[src/rtl/forward_history_buffer.sv]
// Forwarding history for the EXE stage: a 3-deep producer-result shift history with ready bits,
// operand muxes driven by forwarding select codes, late load-data fill, and load-use stall detection.
module forward_history_buffer #(
  parameter int unsigned WIDTH = 32
) (
  input  logic             CLK,
  input  logic             RESET,
  input  logic             Advance,
  input  logic             Flush,
  input  logic             New_Valid,
  input  logic             New_Is_Load,
  input  logic [WIDTH-1:0] New_Result,
  input  logic             Load_Fill_Valid,
  input  logic [WIDTH-1:0] Load_Fill_Data,
  input  logic [1:0]       EXE_A_Select,
  input  logic [1:0]       EXE_B_Select,
  input  logic [1:0]       MEM_Data_select,
  input  logic [1:0]       Branch_JR_select_A,
  input  logic [1:0]       Branch_JR_select_B,
  input  logic             Use_Branch,
  input  logic             Store,
  input  logic [WIDTH-1:0] RegFile_A,
  input  logic [WIDTH-1:0] RegFile_B,
  input  logic [WIDTH-1:0] RegFile_Store,
  output logic [WIDTH-1:0] Fwd_A,
  output logic [WIDTH-1:0] Fwd_B,
  output logic [WIDTH-1:0] Fwd_Store,
  output logic [WIDTH-1:0] Fwd_Branch_A,
  output logic [WIDTH-1:0] Fwd_Branch_B,
  output logic             Stall,
  output logic [1:0]       Pending_Loads
);

  localparam int unsigned DEPTH = 3;

  // Index 0 = H1 (PC-4), 1 = H2 (PC-8), 2 = H3 (PC-12)
  logic [WIDTH-1:0] h_data [DEPTH];
  logic [DEPTH-1:0] h_rdy;
  logic [WIDTH-1:0] n_data [DEPTH];
  logic [DEPTH-1:0] n_rdy;
  logic             stall_c;
  logic             shift_c;
  logic [1:0]       n_pending;

  // Select 0 picks the default; 1..3 pick H1..H3
  function automatic logic [WIDTH-1:0] pick(
    input logic [1:0]       sel,
    input logic [WIDTH-1:0] dflt,
    input logic [WIDTH-1:0] d1,
    input logic [WIDTH-1:0] d2,
    input logic [WIDTH-1:0] d3
  );
    logic [WIDTH-1:0] r;
    case (sel)
      2'd1:    r = d1;
      2'd2:    r = d2;
      2'd3:    r = d3;
      default: r = dflt;
    endcase
    return r;
  endfunction

  // True when a nonzero select targets an entry still waiting for load data
  function automatic logic waits(
    input logic [1:0]       sel,
    input logic [DEPTH-1:0] rdy
  );
    logic r;
    case (sel)
      2'd1:    r = !rdy[0];
      2'd2:    r = !rdy[1];
      2'd3:    r = !rdy[2];
      default: r = 1'b0;
    endcase
    return r;
  endfunction

  always_comb begin
    Fwd_A        = pick(EXE_A_Select,       RegFile_A,     h_data[0], h_data[1], h_data[2]);
    Fwd_B        = pick(EXE_B_Select,       RegFile_B,     h_data[0], h_data[1], h_data[2]);
    Fwd_Store    = pick(MEM_Data_select,    RegFile_Store, h_data[0], h_data[1], h_data[2]);
    Fwd_Branch_A = pick(Branch_JR_select_A, RegFile_A,     h_data[0], h_data[1], h_data[2]);
    Fwd_Branch_B = pick(Branch_JR_select_B, RegFile_B,     h_data[0], h_data[1], h_data[2]);
  end

  always_comb begin
    stall_c = waits(EXE_A_Select, h_rdy)
            | waits(EXE_B_Select, h_rdy)
            | (Store && waits(MEM_Data_select, h_rdy))
            | (Use_Branch && (waits(Branch_JR_select_A, h_rdy) |
                              waits(Branch_JR_select_B, h_rdy)));
    shift_c = Advance && !stall_c;
  end

  assign Stall = stall_c;

  // Next-state order: fill oldest pending, then shift, then squash H1
  always_comb begin
    for (int i = 0; i < int'(DEPTH); i++) n_data[i] = h_data[i];
    n_rdy = h_rdy;

    if (Load_Fill_Valid) begin
      if (!h_rdy[2]) begin
        n_data[2] = Load_Fill_Data;
        n_rdy[2]  = 1'b1;
      end else if (!h_rdy[1]) begin
        n_data[1] = Load_Fill_Data;
        n_rdy[1]  = 1'b1;
      end else if (!h_rdy[0]) begin
        n_data[0] = Load_Fill_Data;
        n_rdy[0]  = 1'b1;
      end
    end

    if (shift_c) begin
      n_data[2] = n_data[1];
      n_rdy[2]  = n_rdy[1];
      n_data[1] = n_data[0];
      n_rdy[1]  = n_rdy[0];
      n_data[0] = New_Valid ? New_Result : '0;
      n_rdy[0]  = !(New_Valid && New_Is_Load);
    end

    if (Flush) begin
      n_data[0] = '0;
      n_rdy[0]  = 1'b1;
    end

    n_pending = 2'(!n_rdy[0]) + 2'(!n_rdy[1]) + 2'(!n_rdy[2]);
  end

  always_ff @(posedge CLK) begin
    if (RESET) begin
      for (int i = 0; i < int'(DEPTH); i++) h_data[i] <= '0;
      h_rdy         <= '1;
      Pending_Loads <= 2'd0;
    end else begin
      for (int i = 0; i < int'(DEPTH); i++) h_data[i] <= n_data[i];
      h_rdy         <= n_rdy;
      Pending_Loads <= n_pending;
    end
  end

endmodule
[config.mk]
export PLATFORM = sky130hd
export DESIGN_NAME = forward_history_buffer
export DESIGN_NICKNAME = d
export VERILOG_FILES = /design/src/rtl/forward_history_buffer.sv
export SDC_FILE = /design/constraint.sdc
export NUM_CORES = 1
export LEC_CHECK = 0
export BUFFER_PORTS_ARGS = -buffer_cell sky130_fd_sc_hd__clkbuf_2
export CORE_ASPECT_RATIO = 1.75
export CORE_UTILIZATION = 35
export DETAILED_ROUTE_END_ITERATION = 10
export MAX_ROUTING_LAYER = met4
export SLEW_MARGIN = 25
export SYNTH_ARGS = -nofsm -noshare
export SYNTH_HDL_FRONTEND = slang
export SYNTH_SLANG_ARGS = --single-unit
[constraint.sdc]
create_clock -name CLK -period 2.4 [get_ports CLK]
set_input_delay 0.24 -clock CLK [delete_from_list [all_inputs] [get_ports CLK]]
set_output_delay 0.24 -clock CLK [all_outputs]
set_load 0.005 [all_outputs]
==> results.sh <==
export IMPL_setup_tns_ps=0
export IMPL_start_util_pct=35.6
export IMPL_ctsHtreeMaxLevel=3
export IMPL_clkPwrFrac_pct=27.4
export IMPL_ant_nets=0
export IMPL_gp_congestion=0.834
export IMPL_start_kind="flip-flop"
export IMPL_drv_slew=0
export IMPL_syn_nets=1001
export IMPL_fp_dieArea_um2=27800
export IMPL_synth_cell_type_count=44
export IMPL_cts_tree="done"
export IMPL_num_vias=9084
export IMPL_hpwlAfterDp_um=25400
export IMPL_syn_area_um2=9480
export IMPL_worst_pin_slew_ps=912
export IMPL_grt_pass1_wl_um=53600
export IMPL_clkSinkCount=101
export IMPL_grt_use_total_pct=26.6
export IMPL_switchingPower_mw=1.79
export IMPL_maxCapViolations=0
export IMPL_fp_dieW_um=126
export IMPL_wl_um=36100
export IMPL_clk_path_buf_depth=2
export IMPL_yosysSeqAreaShare_pct=21.3
export IMPL_ys_seq_elements=101
export IMPL_fin_hold_ws_ps=200
export IMPL_drc=0
export IMPL_hp_class="in -> reg"
export IMPL_setup_viol=0
export IMPL_syn_avg_cell_area_um2=11.5
export IMPL_synth_async_reset_ratio_pct=0
export IMPL_synth_flop_cell="dfxtp_1"
export IMPL_endpoint_kind="flip-flop"
export IMPL_p_int_mw=3.71
export IMPL_core_area_um2=26600
export IMPL_rsz0062_at_grt="yes"
export IMPL_crit_arrival_ps=2550
export IMPL_cts_root_buf="clkbuf_16"
export IMPL_status="completed"
export IMPL_comb_power_share_pct=36.5
export IMPL_finalHoldViolCount=0
export IMPL_yosys_top_cells_area="mux4_2, dfxtp_1, mux2_2"
export IMPL_worstSetupPathType="reg -> reg"
export IMPL_final_layout_size_suffix_gt1_share_pct=58.0
export IMPL_core_rowCount=79
export IMPL_path_max_fanout=5
export IMPL_areaGrowthSynthToFinish_pct=24.4
export IMPL_fmax_mhz=430
export IMPL_grt_pass1_vias=9176
export IMPL_vdd_ir_drop_worst_mv=0.279
export IMPL_clk_latency_ps=350
export IMPL_wire_per_inst_um=25.4
export IMPL_final_nets=1270
export IMPL_synth_edff_count=0
export IMPL_min_period_over_period_pct=96.8
export IMPL_power_density_nw_per_um2=467
export IMPL_ys_warn_count=0
export IMPL_power_mw=5.50
export IMPL_min_period_ps=2320
export IMPL_path_clk_slew_ps=70
export IMPL_yosysTopAreaCell="mux4_2"
export IMPL_seq_power_share_pct=36.1
export IMPL_syn_inst=821
export IMPL_switching_share_pct=32.6
export IMPL_io_pins=342
export IMPL_numCtsBuffers=9
export IMPL_antenna_found_initial=3
export IMPL_fp_dieH_um=220
export IMPL_vias_per_cell=6.39
export IMPL_grt_start_max_net_pins=114
export IMPL_netlist_area_leader_share_pct=38.0
export IMPL_required_ps=2620
export IMPL_fin_skew_ps=4.29
export IMPL_slew_headroom_pct=39.2
export IMPL_gr_total_overflow=0
export IMPL_io_buffers=341
export IMPL_drt_first_iter_violations=509
export IMPL_dr_pass1_iters=5
export IMPL_p_leak_nw=4.90
==> Yosys cell counts (7+ instances only) <==
library cell and count:
clkbuf_1 70, or4_1 32, nor3_1 33, dfxtp_1 101, mux2_2 57, nand2_1 34
mux2_1 7, o31ai_1 64, buf_1 9, nor4_1 32, buf_2 40, mux4_2 160
a31oi_1 32, o311a_1 32, a21oi_1 34, mux2i_1 37
==> cell families (layout without fill, tap and decap cells) <==
| family | count (synthesis) | after routing | share of synthesized area, % |
|---|---|---|---|
| compound gates | 171 | 171 | 13.2 |
| buf+inv | 130 | 404 | 6.10 |
| mux | 261 | 261 | 49.5 |
| flops | 101 | 101 | 21.3 |
| simple gates | 157 | 157 | 9.56 |
| fa+ha+maj | 1 | 1 | 0.211 |
| other cells | 0 | 3 | 0 |
==> through the flow <==
stage               std cells  utilization (%)  setup slack, ps  instance area (um^2)
floorplan                 821                -             12.8                  9480
global placement         1402             43.1            -2.56                 11500
detailed placement       1402             43.1            -44.1                 11500
CTS                      1419             44.2            0.586                 11800
global route             1422             44.3            -18.4                 11800
finish                   1422             44.3             76.7                 11800
==> cell type report <==
cell class,instances,area (um^2)
well taps,324,405
flip-flops and latches,101,2030
clock inverters,4,47.5
multi-input cells,590,6910
inverters,2,10.0
diodes,3,7.51
fillers,2524,14800
repair buffers,386,2120
clock buffers,12,246
==> sequential cells by signal, summed over array words and instances, names as in the netlist <==
name,flops
h_data,96
Pending_Loads,2
h_rdy,3
==> timing repair <==
action                                  CTS  global route
buffers inserted                          1             0
endpoints found under the setup margin    1             2
resized for setup                         3             6
pin swaps                                 2             2
hold buffers                              0             0
==> layer usage <==
| metal | part of all wire [%] | track usage (%) |
|---|---|---|
| met5 | 0 | - |
| met4 | 4.1 | 13.6 |
| met3 | 4.5 | 3.16 |
| met2 | 55 | 48.3 |
| met1 | 37 | 28.5 |
==> critical path, stage by stage (launching register included) <==
cell     delay (ps)
dfxtp_4         370
mux2i_1          80
a32oi_1         220
buf_4           170
nand3_4         120
or4_4           520
a21oi_2         160
fa_1            430
nor2b_1         140
==> layout by cell type (no fill, tap or decap), types with 33 or more instances in the layout <==
cell	Yosys	final
mux2_2	57	57
dfxtp_1	101	98
a21oi_1	34	33
mux4_2	160	160
nor3_1	33	33
buf_4	4	38
nand2_1	34	33
o31ai_1	64	64
clkbuf_2	2	336
mux2i_1	37	37
==> path summary, 6_finish.rpt <==
check	start	to	slack (ps)	cells after the start
min	New_Result[27]	h_data[0][27]$_SDFF_PP0_	200	4
min reg2reg	h_data[0][92]$_SDFFE_PP0P_	h_data[0][92]$_SDFFE_PP0P_	710	3
max reg2reg	h_rdy[2]$_SDFF_PP1_	Pending_Loads[0]$_SDFF_PP0_	80	8
max	h_rdy[2]$_SDFF_PP1_	Pending_Loads[0]$_SDFF_PP0_	80	8
==> power groups by stage <==
stage	Clock [mW]	Combinational [mW]	Sequential (mW)
floorplan	0	1.28	1.94
global placement	0	1.99	2.02
detailed placement	0	2.01	2.02
CTS	1.55	2.02	1.99
global route	1.60	2.16	2.01
finish	1.51	2.01	1.99
Note: power is estimated with default switching activity, not from simulation.
